$ cat config.mk
export PLATFORM = sky130hd
export DESIGN_NAME = seq_bitadd
export DESIGN_NICKNAME = d
export VERILOG_FILES = /design/src/rtl/seq_bitadd.sv
export SDC_FILE = /design/constraint.sdc
export NUM_CORES = 1
export LEC_CHECK = 0
export ABC_AREA = 1
export CORE_MARGIN = 1.5
export CORE_UTILIZATION = 35
export DETAILED_ROUTE_END_ITERATION = 12
export PLACE_DENSITY_LB_ADDON = 0.25
export SYNTH_ARGS = -nofsm -noshare
export SYNTH_HDL_FRONTEND = slang
export SYNTH_SLANG_ARGS = --single-unit
$ cat constraint.sdc
create_clock -name clk -period 8 [get_ports clk]
set_clock_uncertainty 0.2 [all_clocks]
set_input_delay 1.6 -clock clk [delete_from_list [all_inputs] [get_ports clk]]
set_output_delay 1.6 -clock clk [all_outputs]
set_load 0.1 [all_outputs]
$ cat src/rtl/seq_bitadd.sv
// seq_bitadd: 64-bit signed adder that computes the sum SLICE bits per clock.
// Each operation captures a and b, walks N = 64/SLICE slices from the least
// significant upward while rippling a carry register, and then raises done for
// exactly one cycle. y, carry_out and overflow keep their values from DONE
// until the next accepted start.
module seq_bitadd #(
    parameter  int SLICE = 8,
    localparam int N     = 64 / SLICE
) (
    input  logic        clk,
    input  logic        rst,
    input  logic        start,
    input  logic [63:0] a,
    input  logic [63:0] b,
    output logic        busy,
    output logic        done,
    output logic [63:0] y,
    output logic        carry_out,
    output logic        overflow
);

    // The slice index needs at least one bit, even when N == 1.
    localparam int IW = (N > 1) ? $clog2(N) : 1;

    typedef enum logic [1:0] {
        IDLE = 2'd0,
        RUN  = 2'd1,
        DONE = 2'd2
    } state_t;

    state_t          state, state_nx;
    logic [63:0]     a_q, a_nx;
    logic [63:0]     b_q, b_nx;
    logic [63:0]     y_nx;
    logic            carry_q, carry_nx;
    logic [IW-1:0]   idx, idx_nx;
    logic            carry_out_nx;
    logic            overflow_nx;

    logic [5:0]       off;
    logic [SLICE-1:0] a_sl;
    logic [SLICE-1:0] b_sl;
    logic [SLICE:0]   slice_sum;
    logic             last;

    // Add the current slice of the captured operands plus the rippled carry.
    always_comb begin
        off       = 6'(int'(idx) * SLICE);
        a_sl      = a_q[off +: SLICE];
        b_sl      = b_q[off +: SLICE];
        slice_sum = {1'b0, a_sl} + {1'b0, b_sl} + (SLICE+1)'(carry_q);
        last      = (idx == IW'(N - 1));
    end

    // Next-state and next-datapath values; everything holds unless a state says otherwise.
    always_comb begin
        // NOTE: every variable gets its hold value before the case, so no path can leave one unassigned and infer a latch.
        state_nx     = state;
        a_nx         = a_q;
        b_nx         = b_q;
        y_nx         = y;
        carry_nx     = carry_q;
        idx_nx       = idx;
        carry_out_nx = carry_out;
        overflow_nx  = overflow;

        case (state)
            IDLE: begin
                if (start) begin
                    a_nx     = a;
                    b_nx     = b;
                    carry_nx = 1'b0;
                    idx_nx   = '0;
                    state_nx = RUN;
                end
            end

            RUN: begin
                // Only this slice of y changes; upper slices still show the previous result.
                y_nx[off +: SLICE] = slice_sum[SLICE-1:0];
                carry_nx           = slice_sum[SLICE];
                idx_nx             = idx + IW'(1);
                if (last) begin
                    carry_out_nx = slice_sum[SLICE];
                    // Signed overflow: operands agree in sign but the sum does not.
                    overflow_nx  = (a_q[63] == b_q[63]) && (y_nx[63] != a_q[63]);
                    state_nx     = DONE;
                end
            end

            DONE: begin
                state_nx = IDLE;
            end

            default: begin
                state_nx = IDLE;
            end
        endcase
    end

    // State and datapath registers with synchronous, active-high reset.
    always_ff @(posedge clk) begin
        // NOTE: clocked state uses non-blocking assignments so every register samples pre-edge values.
        if (rst) begin
            state     <= IDLE;
            // NOTE: the operand registers are plain flops, not a memory array, so clearing them in reset is safe.
            a_q       <= '0;
            b_q       <= '0;
            y         <= '0;
            carry_q   <= 1'b0;
            idx       <= '0;
            carry_out <= 1'b0;
            overflow  <= 1'b0;
        end else begin
            state     <= state_nx;
            a_q       <= a_nx;
            b_q       <= b_nx;
            y         <= y_nx;
            carry_q   <= carry_nx;
            idx       <= idx_nx;
            carry_out <= carry_out_nx;
            overflow  <= overflow_nx;
        end
    end

    // Status outputs decode directly from the state register.
    always_comb begin
        busy = (state == RUN) || (state == DONE);
        done = (state == DONE);
    end

endmodule

==> implementation parameters, run 1 <==
Parameter                              Value

Routing
  Total iterations of the first detailed-routing run ... 6
  WL final ... 25800 um
  Starting DRC count in detailed routing ... 692
  Per-cell via count in the routed design ... 4.91
  Vias post-DR ... 8339
  Number of nets with antenna violations after routing ... 0
  Routed WL per cell ... 15.2 um
  Post-route DRC ... 0

Min path
  Hold Path Class ... flop to flop
  Worst Hold Depth ... 2

Pwr
  Sequential power share ... 0.459
  Peak supply drop ... 0.191 mV
  Power dissipated by switching net loads ... 0.000727 W
  Leakage power of the design ... 4.57 nW
  Pint ... 0.00167 W
  Part of the power in the clock network ... 0.366
  Switching share of total power ... 0.303
  Share of power burned in combinational logic ... 0.175
  Power per standard cell area ... 210 nW/um^2

Setup path
  Critical path, cell by cell ... inv_2 > buf_4 > o21ai_0 > o22ai_1 > nor2_1 > a31oi_1 > fa_1 > inv_1 > fa_1 > inv_1 > nand3_1 > nand2_1 > nand2_1 > nand2_1 > nand2_1 > nand2_1 > xnor2_1 > nor2_2 > nand3_1 > a21oi_1
  Cell class contributing the biggest share of worst-path delay ... buffers and inverters
  Worst r2r path cells ... 20
  Buffers & Inverters on Critical Path ... 4
  Critical path endpoint category ... flop
  Required arrival time at the worst endpoint ... 8.17 ns
  Logic depth of the worst path, buffers included ... 20
  Worst Setup Start Kind ... flop
  Worst setup path class ... flop to flop
  Peak fanout along the critical path ... 49
  Largest incremental delay on the critical path ... 0.83 ns
  Dominant cell type by count on the critical path ... sky130_fd_sc_hd__nand2_1
  Cell with the biggest individual delay on the critical path ... sky130_fd_sc_hd__dfxtp_2
  Arrival time of data at the critical path endpoint ... 4.50 ns

Floorplan
  Overall die width ... 161 um
  Die Outline Area ... 26000 sq um
  Initial Utilization ... 0.359
  Number of primary I/O pins ... 199
  Overall die height ... 161 um
  CORE AREA ... 24500 sq um
  Row count ... 57

Timing
  Max transition margin ... 0.323
  Total setup violations reported at the end of the flow ... 0
  Part of the cycle the worst path needs ... 0.541
  Post-route minimum period ... 4.33 ns
  Setup TNS ... 0 ns
  Slew at the pin closest to its max-slew limit ... 1.01 ns
  Final Hold Fails ... 0
  RSZ-0062 raised after global routing ... false
  FMAX ... 231 MHz
  Max-slew violation count ... 0

Layout
  Share of cells above drive strength 1 ... 0.0480
  Fillers ... 2482
  Most common library cell in the layout ignoring fill and taps ... sky130_fd_sc_hd__nor2_1
  Final std cells w/o fill ... 1698
  Footprint of the multi-input gates ... 4200 sq um
  Area growth from synthesis to layout ... 30.3%
  Commonest non-fill, non-tap cells in the layout ... sky130_fd_sc_hd__nor2_1, sky130_fd_sc_hd__o21ai_0, sky130_fd_sc_hd__dfxtp_1, sky130_fd_sc_hd__clkdlybuf4s50_1, sky130_fd_sc_hd__a21oi_1
  Number of diodes ... 0
  Final net count ... 1511
  Sequential cell area ... 4010 sq um

Synth
  Net count of the mapped netlist ... 1373
  Per-instance average area after synthesis ... 7.17 sq um
  Number of enable flip-flop cells after synthesis ... 0
  Most instantiated flip-flop cell in the synthesis netlist ... sky130_fd_sc_hd__dfxtp_1
  Flip-flop and latch count after synthesis ... 200
  Seq/Total Area, Yosys ... 0.456
  Yosys cell types ... 36
  Number of cells produced by synthesis ... 1223
  Summed instance area of the synthesized netlist ... 8770 sq um
  FFs w/ async S/R, synth ... 0
  Synth Warn # ... 0

Status
  Status ... completed

Clock tree
  TritonCTS clock tree ... yes
  Gates resized, CTS repair ... 0
  CTS Root Cell ... sky130_fd_sc_hd__clkbuf_16
  TritonCTS Buffers ... 17
  Quantity of hold-fixing buffers added after cts ... 0
  Maximum buffer depth of the clock tree ... 2
  CTS H-Tree Depth ... 4
  Clock sinks ... 200
  Clock insertion delay at the later pin of the skew report ... 0.45 ns
  Clock transition at the registers of the reported paths ... 0.08 ns
  Post-CTS Setup Bufs ... 0

Global route
  Global-route usage over all layers ... 0.197
  Via count of the first global-routing pass ... 7629
  Total overflow reported by the global router ... 0
  Number of antenna violations at the first check in global routing ... 0
  Global-route wire length before repair ... 40800 um
  Largest net degree at the start of global routing ... 115

Job
  Max-cap viol count ... 0

Placed design
  Final weighted congestion in routability-driven placement ... 0.811
  Placed wire-length estimate after detailed placement ... 18700 um
  Number of placed instances, taps included ... 1666
  Total of buffers placed on input and output ports ... 198
==> layer usage <==
| layer | vias up | routed length (um) | track usage |
|---|---|---|---|
| met5 | - | 0 | 0 |
| met4 | 0 | 221 | 0.0429 |
| met3 | 17 | 1440 | 0.0318 |
| met2 | 253 | 11700 | 0.320 |
| met1 | 3768 | 12300 | 0.276 |
| li1 | 4301 | - | - |
==> sequential cells by signal, summed over array words and instances (netlist names) <==
name       count
a_q           64
idx            3
carry_out      1
y             64
overflow       1
state          2
b_q           64
carry_q        1
==> power by group through the flow <==
stage | logic, W | clock network [W] | registers [W]
floorplan | 0.000240 | 0 | 0.00114
global placement | 0.000417 | 0 | 0.00112
detailed placement | 0.000421 | 0 | 0.00112
CTS | 0.000422 | 0.000890 | 0.00110
global route | 0.000467 | 0.000929 | 0.00111
finish | 0.000420 | 0.000877 | 0.00110
==> worst min-delay path, cell delays in order (launching register included) <==
cell and delay (ns):
sky130_fd_sc_hd__dfxtp_1 0.32, sky130_fd_sc_hd__inv_1 0.05, sky130_fd_sc_hd__a21oi_1 0.05
==> path summary, 6_finish.rpt <==
check	startpoint	endpoint	slack (ns)
setup / recovery	idx[0]	y[62]	3.67
hold / removal	y[16]	y[16]	0.26
setup reg to reg	idx[0]	y[62]	3.67
hold reg to reg	y[16]	y[16]	0.26
==> kinds of logic (layout without fill, tap and decap cells) <==
family                   after synthesis  after routing  synth area share
flip-flops                           200            200             0.456
AO/OA/AOI/OAI                        351            351             0.207
AND/OR/NAND/NOR                      515            515             0.237
XOR/XNOR                               4              4           0.00485
buffers and inverters                134            285            0.0659
adder cells (fa/ha/maj)               19             19            0.0288
==> cell usage after synthesis, types with 3 or more instances <==
cell type                  count  area share
sky130_fd_sc_hd__a21oi_1      58       0.033
sky130_fd_sc_hd__a31oi_1      15       0.011
sky130_fd_sc_hd__buf_1         5      0.0021
sky130_fd_sc_hd__buf_2        12      0.0068
sky130_fd_sc_hd__buf_6         7      0.0090
sky130_fd_sc_hd__clkbuf_1     60       0.026
sky130_fd_sc_hd__dfxtp_1     200        0.46
sky130_fd_sc_hd__ha_1         17       0.024
sky130_fd_sc_hd__inv_1        38       0.016
sky130_fd_sc_hd__inv_2         9      0.0039
sky130_fd_sc_hd__nand2_1      54       0.023
sky130_fd_sc_hd__nand3_1      25       0.014
sky130_fd_sc_hd__nand4_1       3      0.0021
sky130_fd_sc_hd__nor2_1      413        0.18
sky130_fd_sc_hd__nor2_2        3      0.0021
sky130_fd_sc_hd__nor4_1        5      0.0036
sky130_fd_sc_hd__o21ai_0     244        0.14
sky130_fd_sc_hd__o21ai_1      14      0.0080
sky130_fd_sc_hd__o22ai_1      18       0.013
==> metrics by stage <==
| stage | power [W] | area, sq um | hold WS (ns) | setup WS, ns | util |
|---|---|---|---|---|---|
| 6_report | 0.00240 | 11400 | 0.261 | 3.67 | 0.467 |
| 4_1_cts | 0.00241 | 11400 | 0.268 | 3.72 | 0.467 |
| 3_5_place_dp | 0.00154 | 10800 | 0.257 | 3.52 | 0.443 |
| 3_3_place_gp | 0.00154 | 10800 | 0.239 | 3.53 | 0.443 |
| 5_1_grt | 0.00251 | 11400 | 0.279 | 3.14 | 0.467 |
| 2_1_floorplan | 0.00139 | 8770 | 0.249 | 4.91 | - |
==> cell type report <==
| class | instances | share of cell area |
|---|---|---|
| Clock buffer | 18 | 0.0375 |
| Clock inverter | 14 | 0.0155 |
| Inverter | 48 | 0.0162 |
| Multi-Input combinational cell | 889 | 0.367 |
| Sequential cell | 200 | 0.350 |
| Tap cell | 324 | 0.0354 |
| Timing Repair Buffer | 205 | 0.178 |
Power figures use the tool's default switching activity.
==> run 2: changes to the inputs <==
- clock period: 8 -> 4.15 ns (I/O delays scaled with it)
==> implementation parameters, run 2 (same netlist as run 1, synthesis figures left out) <==
Parameter                              Value

Status
  Status ... completed (unchanged)

Min path
  Hold path start ... a_q[13] (was y[16])
  Worst Hold Depth ... 2 (unchanged)
  Hold Path Class ... flop to flop (unchanged)
  Endpoint, Worst Hold ... a_q[13] (was y[16])

Layout
  Final net count ... 1516 (was 1511)
  Fillers ... 2488 (was 2482)
  Area growth from synthesis to layout ... 31.0% (was 30.3%)
  Final Instance Area ... 11500 sq um (was 11400 sq um)
  Share of cells above drive strength 1 ... 0.0522 (was 0.0480)
  Core utilization of the finished layout ... 0.470 (was 0.467)
  Number of diodes ... 0 (unchanged)
  Commonest non-fill, non-tap cells in the layout ... sky130_fd_sc_hd__nor2_1, sky130_fd_sc_hd__o21ai_0, sky130_fd_sc_hd__dfxtp_1, sky130_fd_sc_hd__clkdlybuf4s50_1, sky130_fd_sc_hd__a21oi_1 (unchanged)
  Largest registers ... a_q (64), b_q (64), y (64) (unchanged)
  Footprint of the multi-input gates ... 4200 sq um (unchanged)
  Most common library cell in the layout ignoring fill and taps ... sky130_fd_sc_hd__nor2_1 (unchanged)
  Sequential cell area ... 4010 sq um (unchanged)

Pwr
  Peak supply drop ... 0.263 mV (was 0.191 mV)
  Leakage power of the design ... 4.60 nW (was 4.57 nW)
  Power per standard cell area ... 407 nW/um^2 (was 210 nW/um^2)
  Post-layout total power ... 0.00468 W (was 0.00240 W)

Floorplan
  Die Outline Area ... 26000 sq um (unchanged)
  Overall die height ... 161 um (unchanged)
  Overall die width ... 161 um (unchanged)
  Initial Utilization ... 0.359 (unchanged)
  Row count ... 57 (unchanged)
  Number of primary I/O pins ... 199 (unchanged)
  CORE AREA ... 24500 sq um (unchanged)

Timing
  Total setup violations reported at the end of the flow ... 0 (unchanged)
  Post-route minimum period ... 3.58 ns (was 4.33 ns)
  Part of the cycle the worst path needs ... 0.864 (was 0.541)
  Max transition margin ... 0.319 (was 0.323)
  Final Hold Fails ... 0 (unchanged)
  Max-slew violation count ... 0 (unchanged)
  Slew at the pin closest to its max-slew limit ... 1.02 ns (was 1.01 ns)
  RSZ-0062 raised after global routing ... false (unchanged)
  FMAX ... 279 MHz (was 231 MHz)
  Setup TNS ... 0 ns (unchanged)

Setup path
  Worst setup path class ... flop to flop (unchanged)
  Logic depth of the worst path, buffers included ... 19 (was 20)
  Worst r2r path cells ... 19 (was 20)
  Critical path endpoint category ... flop (unchanged)
  Internal reg-to-reg setup slack ... 0.57 ns (was 3.67 ns)
  Worst Setup Start Kind ... flop (unchanged)
  Required arrival time at the worst endpoint ... 4.31 ns (was 8.17 ns)
  Largest incremental delay on the critical path ... 0.44 ns (was 0.83 ns)
  Critical path, cell by cell ... inv_1 > buf_4 > o21ai_0 > o22ai_1 > inv_1 > o21ai_0 > inv_1 > fa_1 > inv_1 > nand3_1 > nand2_1 > nand2_1 > nand2_1 > nand2_1 > nand2_1 > xnor2_1 > nor2_2 > nand3_1 > a21oi_1 (was inv_2 > buf_4 > o21ai_0 > o22ai_1 > nor2_1 > a31oi_1 > fa_1 > inv_1 > fa_1 > inv_1 > nand3_1 > nand2_1 > nand2_1 > nand2_1 > nand2_1 > nand2_1 > xnor2_1 > nor2_2 > nand3_1 > a21oi_1)
  Buffers & Inverters on Critical Path ... 5 (was 4)
  Cell class contributing the biggest share of worst-path delay ... buffers and inverters (unchanged)
  Reg2reg start ... idx[1] (was idx[0])
  Peak fanout along the critical path ... 23 (was 49)
  Endpoint of the lowest-slack register-to-register path ... y[62] (unchanged)
  Dominant cell type by count on the critical path ... sky130_fd_sc_hd__nand2_1 (unchanged)
  Arrival time of data at the critical path endpoint ... 3.75 ns (was 4.50 ns)
  Cell with the biggest individual delay on the critical path ... sky130_fd_sc_hd__fa_1 (was sky130_fd_sc_hd__dfxtp_2)

Placed design
  Final weighted congestion in routability-driven placement ... 0.849 (was 0.811)
  Placed wire-length estimate after detailed placement ... 19100 um (was 18700 um)
  Total of buffers placed on input and output ports ... 198 (unchanged)
  Placement Cell Area ... 10900 sq um (was 10800 sq um)

Routing
  Vias post-DR ... 8322 (was 8339)
  Starting DRC count in detailed routing ... 698 (was 692)
  Highest layer used for signal routing ... met4 (unchanged)
  Met2 WL ... 11900 um (was 11700 um)
  Length of routed met3 wiring ... 1280 um (was 1440 um)
  Wl on met1 ... 12500 um (was 12300 um)
  Number of nets with antenna violations after routing ... 0 (unchanged)
  Per-cell via count in the routed design ... 4.89 (was 4.91)
  Routed WL per cell ... 15.3 um (was 15.2 um)
  Post-route DRC ... 0 (unchanged)
  WL final ... 26100 um (was 25800 um)
  Total iterations of the first detailed-routing run ... 5 (was 6)

Clock tree
  TritonCTS Buffers ... 17 (unchanged)
  Clock sinks ... 200 (unchanged)
  Clock insertion delay at the later pin of the skew report ... 0.44 ns (was 0.45 ns)
  Quantity of hold-fixing buffers added after cts ... 0 (unchanged)
  CTS H-Tree Depth ... 4 (unchanged)
  Clock transition at the registers of the reported paths ... 0.08 ns (about the same)
  CTS Root Cell ... sky130_fd_sc_hd__clkbuf_16 (unchanged)
  Post-CTS Setup Bufs ... 0 (unchanged)
  TritonCTS clock tree ... yes (unchanged)
  Gates resized, CTS repair ... 0 (unchanged)
  Maximum buffer depth of the clock tree ... 2 (unchanged)

Global route
  Total overflow reported by the global router ... 0 (unchanged)
  Via count of the first global-routing pass ... 7869 (was 7629)
  Global-route usage over all layers ... 0.201 (was 0.197)
  Largest net degree at the start of global routing ... 96 (was 115)
  Global-route wire length before repair ... 41300 um (was 40800 um)
  Number of antenna violations at the first check in global routing ... 0 (unchanged)

Job
  Max-cap viol count ... 0 (unchanged)
-- run 2: routing by layer --
| layer | global-route usage | vias to the layer above |
|---|---|---|
| met4 | 0.0568 | 0 |
| met5 | 0 | - |
| met2 | 0.324 | 237 |
| met3 | 0.0334 | 35 |
| met1 | 0.277 | 3732 |
| li1 | - | 4318 |
-- run 2: how the worst max path moves through the flow --
stage	from	end	slack, ns
after floorplan	idx[0]	y[54]	1.06
after global placement	idx[0]	y[22]	0.75
after detailed placement	idx[1]	y[62]	0.64
after CTS	idx[0]	y[62]	0.60
after global routing	idx[0]	y[62]	0.19
final	idx[1]	y[62]	0.57
-- run 2: final cells by class --
class	count	share of cell area
Multi-Input combinational cell	889	0.365
Sequential cell	200	0.349
Timing Repair Buffer	210	0.181
Clock buffer	18	0.0373
Tap cell	324	0.0353
Clock inverter	14	0.0161
Inverter	48	0.0161
-- run 2: worst reg2reg max path: stages (launching register included) --
cell and delay (ns):
sky130_fd_sc_hd__dfxtp_1 0.31, sky130_fd_sc_hd__inv_1 0.27, sky130_fd_sc_hd__buf_4 0.33, sky130_fd_sc_hd__o21ai_0 0.14, sky130_fd_sc_hd__o22ai_1 0.21, sky130_fd_sc_hd__inv_1 0.06, sky130_fd_sc_hd__o21ai_0 0.30, sky130_fd_sc_hd__inv_1 0.11
sky130_fd_sc_hd__fa_1 0.44, sky130_fd_sc_hd__inv_1 0.07, sky130_fd_sc_hd__nand3_1 0.06, sky130_fd_sc_hd__nand2_1 0.08, sky130_fd_sc_hd__nand2_1 0.10, sky130_fd_sc_hd__nand2_1 0.08, sky130_fd_sc_hd__nand2_1 0.05, sky130_fd_sc_hd__nand2_1 0.09
sky130_fd_sc_hd__xnor2_1 0.11, sky130_fd_sc_hd__nor2_2 0.19, sky130_fd_sc_hd__nand3_1 0.14, sky130_fd_sc_hd__a21oi_1 0.18
-- run 2: report_power, final --
group	switching (W)	internal, W	total, W
clock	0.000819	0.000921	0.00174
combinational	0.000504	0.000314	0.000818
sequential	0.0000792	0.00204	0.00212
-- run 2: metrics by stage --
| stage | setup WS [ns] | hold slack, ns | std cells |
|---|---|---|---|
| final | 0.566 | 0.282 | 1703 |
| after detailed placement | 0.640 | 0.266 | 1671 |
| after floorplan | 1.06 | 0.249 | 1223 |
| after CTS | 0.604 | 0.284 | 1703 |
| after global placement | 0.749 | 0.257 | 1671 |
| after global routing | 0.193 | 0.296 | 1703 |
==> patch 1, RTL diff (flow settings as in run 1) <==
Encoding of `state_t`: now one-hot (3 bits for 3 states).
--- a/src/rtl/seq_bitadd.sv
+++ b/src/rtl/seq_bitadd.sv
@@ -22,10 +22,10 @@
     // The slice index needs at least one bit, even when N == 1.
     localparam int IW = (N > 1) ? $clog2(N) : 1;
 
-    typedef enum logic [1:0] {
-        IDLE = 2'd0,
-        RUN  = 2'd1,
-        DONE = 2'd2
+    typedef enum logic [2:0] {
+        IDLE = 3'b001,
+        RUN  = 3'b010,
+        DONE = 3'b100
     } state_t;
 
     state_t          state, state_nx;
Function: no difference found for any inputs over 4 cycles, from zero or initial values and one cycle with rst high; so few cycles prove little.
==> patch 1 against run 1 <==
Via count grew 0.23%. Power grew 0.32%. Sequential share of layout area grew 0.18 points. Wire length shrank 0.50%. Critical path depth shrank 15. Hold slack gained 0.012 ns. Global-route usage shrank 0.38 points. First-iteration DRC count shrank 9.2%. Area after synthesis shrank 1.6%. Sequential cell count grew 1. Final area is essentially flat. Die area shrank 1.6%. Worst setup slack lost 0.17 ns.
==> patch 1: results (changes against run 1) <==
Hold_sp: a_q[9]
Number of non-clock buffers: 206 (+0.49%)
Sequential share of cell area: 35.20% (+0.18 points)
Seq/Total Area, Yosys: 46.60% (+0.97 points)
ClkCell Share: 6.041% (+0.73 points)
Dpl ws: 3.563 ns (+0.03974 ns)
Hold EP: a_q[9]
H-tree levels: 1 (-3)
Peak supply drop: 0.0001184 V (-38%)
Reg2reg end: y[18]
Clk slew on worst S/H paths: 0.06 ns (-0.02 ns)
Fin Hold WS: 0.2728 ns (+0.01207 ns)
Multi-input logic area: 0.004066 sq mm (-3.2%)
Data buffer area share: 17.86% (+0.070 points)
Fill count: 2,483 (+0.040%)
Slew headroom: 26.04% (-6.3 points)
Hpwl dp: 17.76 mm (-5.1%)
Vias after detailed routing: 8,358 (+0.23%)
FF/Latch Area: 0.004025 sq mm (+0.50%)
Tcrit/Tclk final: 56.19% (+2.1 points)
GP Congestion: 0.8267 (+1.9%)
Nets: 1,504 (-0.46%)
CP max-delay cell: clkdlybuf4s50_1
Worst reg-to-reg path cell count: 15 (-25%)
Ratio of cells with drive above 1 in the final layout: 5.255% (+0.45 points)
Syn Inst Count: 1,211 (-0.98%)
Placed insts: 1,657 (-0.54%)
Critical path origin: state[2]
Largest cells by area after synthesis: dfxtp_1 47%, nor2_1 18%, o21ai_0 14%
Distinct cells, synth: 30 (-17%)
Lkg Pwr: 4.538 nW (-0.64%)
Seq_cells: 201 (+0.50%)
Clk_lat worst skew: 0.50 ns (+0.05 ns)
GRT Overall Usage: 19.37% (-0.38 points)
Syn_nets: 1,358 (-1.1%)
Max stage delay on crit path: 1.13 ns (+0.30 ns)
Vias in the first global route: 7,610 (-0.25%)
Crit path max fanout: 11 (-78%)
Synth cell count leaders: 412 x nor2_1, 239 x o21ai_0, 201 x dfxtp_1
Critical path arrival: 2.70 ns (-1.80 ns)
Signal inverters: 53 (+10%)
Largest net degree at the start of global routing: 132 (+15%)
Clock buffer depth: 3 (+1)
DR iter-0 viols: 628 (-9.2%)
First-pass GRT wire length: 40.05 mm (-1.9%)
Status: finished, final reports clean
Crit path to: busy
patch 1: power breakdown:
part / switching (mW) / total [mW] / internal [mW]
registers: 0.0302 / 1.09 / 1.06
clock network: 0.396 / 0.966 / 0.569
logic: 0.204 / 0.345 / 0.142
total: 0.630 / 2.41 / 1.78
patch 1: cell families (layout without fill, tap and decap cells):
| group | count (synthesis) | in the layout | share of synthesized area (%) |
|---|---|---|---|
| buffers and inverters | 137 | 296 | 6.448 |
| adders and majority gates | 16 | 16 | 2.492 |
| xor gates and xnor gates | 3 | 3 | 0.3044 |
| DFF | 201 | 201 | 46.60 |
| and+or+nand+nor | 506 | 506 | 23.37 |
| AOI/OAI and AO/OA | 348 | 348 | 20.78 |
patch 1: per-layer routing:
| metal | routed length (um) | global-route usage (%) | up-vias |
|---|---|---|---|
| li1 | - | - | 4266 |
| met1 | 11730 | 26.12 | 3822 |
| met2 | 11940 | 32.25 | 234 |
| met3 | 1356 | 3.039 | 36 |
| met4 | 601 | 4.970 | 0 |
| met5 | 0 | 0 | - |
==> patch 2, RTL diff (config.mk and constraints of run 1) <==
Without the edit above. Set the parameter `SLICE` to 16 (it was 8).
--- a/src/rtl/seq_bitadd.sv
+++ b/src/rtl/seq_bitadd.sv
@@ -4,7 +4,7 @@
 // exactly one cycle. y, carry_out and overflow keep their values from DONE
 // until the next accepted start.
 module seq_bitadd #(
-    parameter  int SLICE = 8,
+    parameter  int SLICE = 16,
     localparam int N     = 64 / SLICE
 ) (
     input  logic        clk,
Behaviour: not the same (a bounded check fails within 4 cycles, from zero or initial values and one cycle with rst high).
==> patch 2 against run 1 <==
Worst setup slack better by 0.20 ns. Sequential cell count is 1 lower. Die area grew 0.87%. Via count is 3.3% higher. Core utilization down 0.29 points. Clock power grew 2%. Largest cell class unchanged. Critical path depth shrank 4. Power rose by 2.4%. Final area increased by 1.4%. Wire length up 7.6%. Largest power group unchanged. Area after synthesis is 0.88% higher. Fmax rose by 4.8%.
==> patch 2: results (changes against run 1) <==
Fill count: 2,575 (+3.7%)
CTS sink count: 199 (-0.50%)
Critical path arrival: 4.30 ns (-0.20 ns)
Slew @ Worst Pin: 1.196 ns (+0.1838 ns)
Vias in the first global route: 7,836 (+2.7%)
Post-synthesis compound-gate area fraction: 19.14% (-1.5 points)
Lkg Pwr: 4.370 nW (-4.3%)
WL met1: 13.35 mm (+8.1%)
Distinct cells, synth: 38 (+5.6%)
Max stage delay on crit path: 0.66 ns (-0.17 ns)
Largest cells by area after synthesis: dfxtp_1 45%, nand2_1 18%, a21oi_1 12%
Mux contribution to synthesized area: 0% (unchanged)
Vias after detailed routing: 8,618 (+3.3%)
Nets: 1,536 (+1.7%)
Post-synthesis xor/xnor area fraction: 1.442% (+0.96 points)
Peak supply drop: 0.0001177 V (-38%)
Signal inverters: 30 (-38%)
Clk slew on worst S/H paths: 0.08 ns (about the same)
ClkCell Share: 5.254% (-0.052 points)
CP max-delay cell: inv_2
Synthesis-to-layout area growth: 31.03%
Number of non-clock buffers: 207 (+0.98%)
Mean area per synthesized cell: 7.155 sq um (-0.26%)
Most frequent cell after synthesis: nand2_1
Met3 wire length: 1.525 mm (+6.2%)
Largest net degree at the start of global routing: 112 (-2.6%)
GP Congestion: 0.9033 (+11%)
Status: finished, final reports clean
Area post-placement: 0.01099 sq mm (+1.5%)
Hpwl dp: 19.69 mm (+5.2%)
Seq/Total Area, Yosys: 45.01% (-0.63 points)
Post-Layout Cell Count: 1,722 (+1.4%)
Met2 Wirelength: 12.32 mm (+4.9%)
First-pass GRT wire length: 43.10 mm (+5.6%)
DR iter-0 viols: 894 (+29%)
Sequential share of cell area: 34.36% (-0.66 points)
Multi-input logic portion of the cell area: 38.15% (+1.4 points)
Routed WL: 27.70 mm (+7.6%)
First-pass DRT Iterations: 5 (-1)
#MultiIn Comb: 924 (+3.9%)
Ratio of cells with drive above 1 in the final layout: 4.885% (+0.082 points)
Post-Synth Adder-Cell Area: 3.845% (+0.96 points)
Crit path max fanout: 45 (-8.2%)
Synth cell count leaders: 423 x nand2_1, 204 x a21oi_1, 199 x dfxtp_1
GRT Overall Usage: 20.94% (+1.2 points)
Dpl ws: 3.910 ns (+0.3876 ns)
Data buffer area share: 17.68% (-0.11 points)
Clk_lat worst skew: 0.44 ns
Syn_nets: 1,394 (+1.5%)
[patch 2: routing by layer]
layer	global-route usage [%]	vias to the layer above
li1	-	4359
met1	30.10	3946
met2	32.09	281
met3	3.601	32
met4	6.047	0
met5	0	-
[patch 2: path summary, 6_finish.rpt]
path             end  startpoint  slack (ns)  cells past startpoint
min reg2reg  a_q[35]     a_q[35]        0.26                      2
max            y[22]      idx[0]        3.87                     16
min          a_q[35]     a_q[35]        0.26                      2
max reg2reg    y[22]      idx[0]        3.87                     16
[patch 2: where the power goes]
| group | leakage, nW | total, mW | internal [mW] | switching, mW |
|---|---|---|---|---|
| clock network | 0.298 | 0.896 | 0.476 | 0.420 |
| logic | 2.45 | 0.490 | 0.170 | 0.320 |
| registers | 1.63 | 1.07 | 1.04 | 0.0307 |
| total | 4.37 | 2.46 | 1.69 | 0.771 |
[patch 2: cell families (layout without fill, tap and decap cells)]
group	Yosys count	in the layout
flops	199	199
xor+xnor	12	12
compound gates	320	320
fa+ha+maj	26	26
buf+inv	114	269
simple gates	566	566
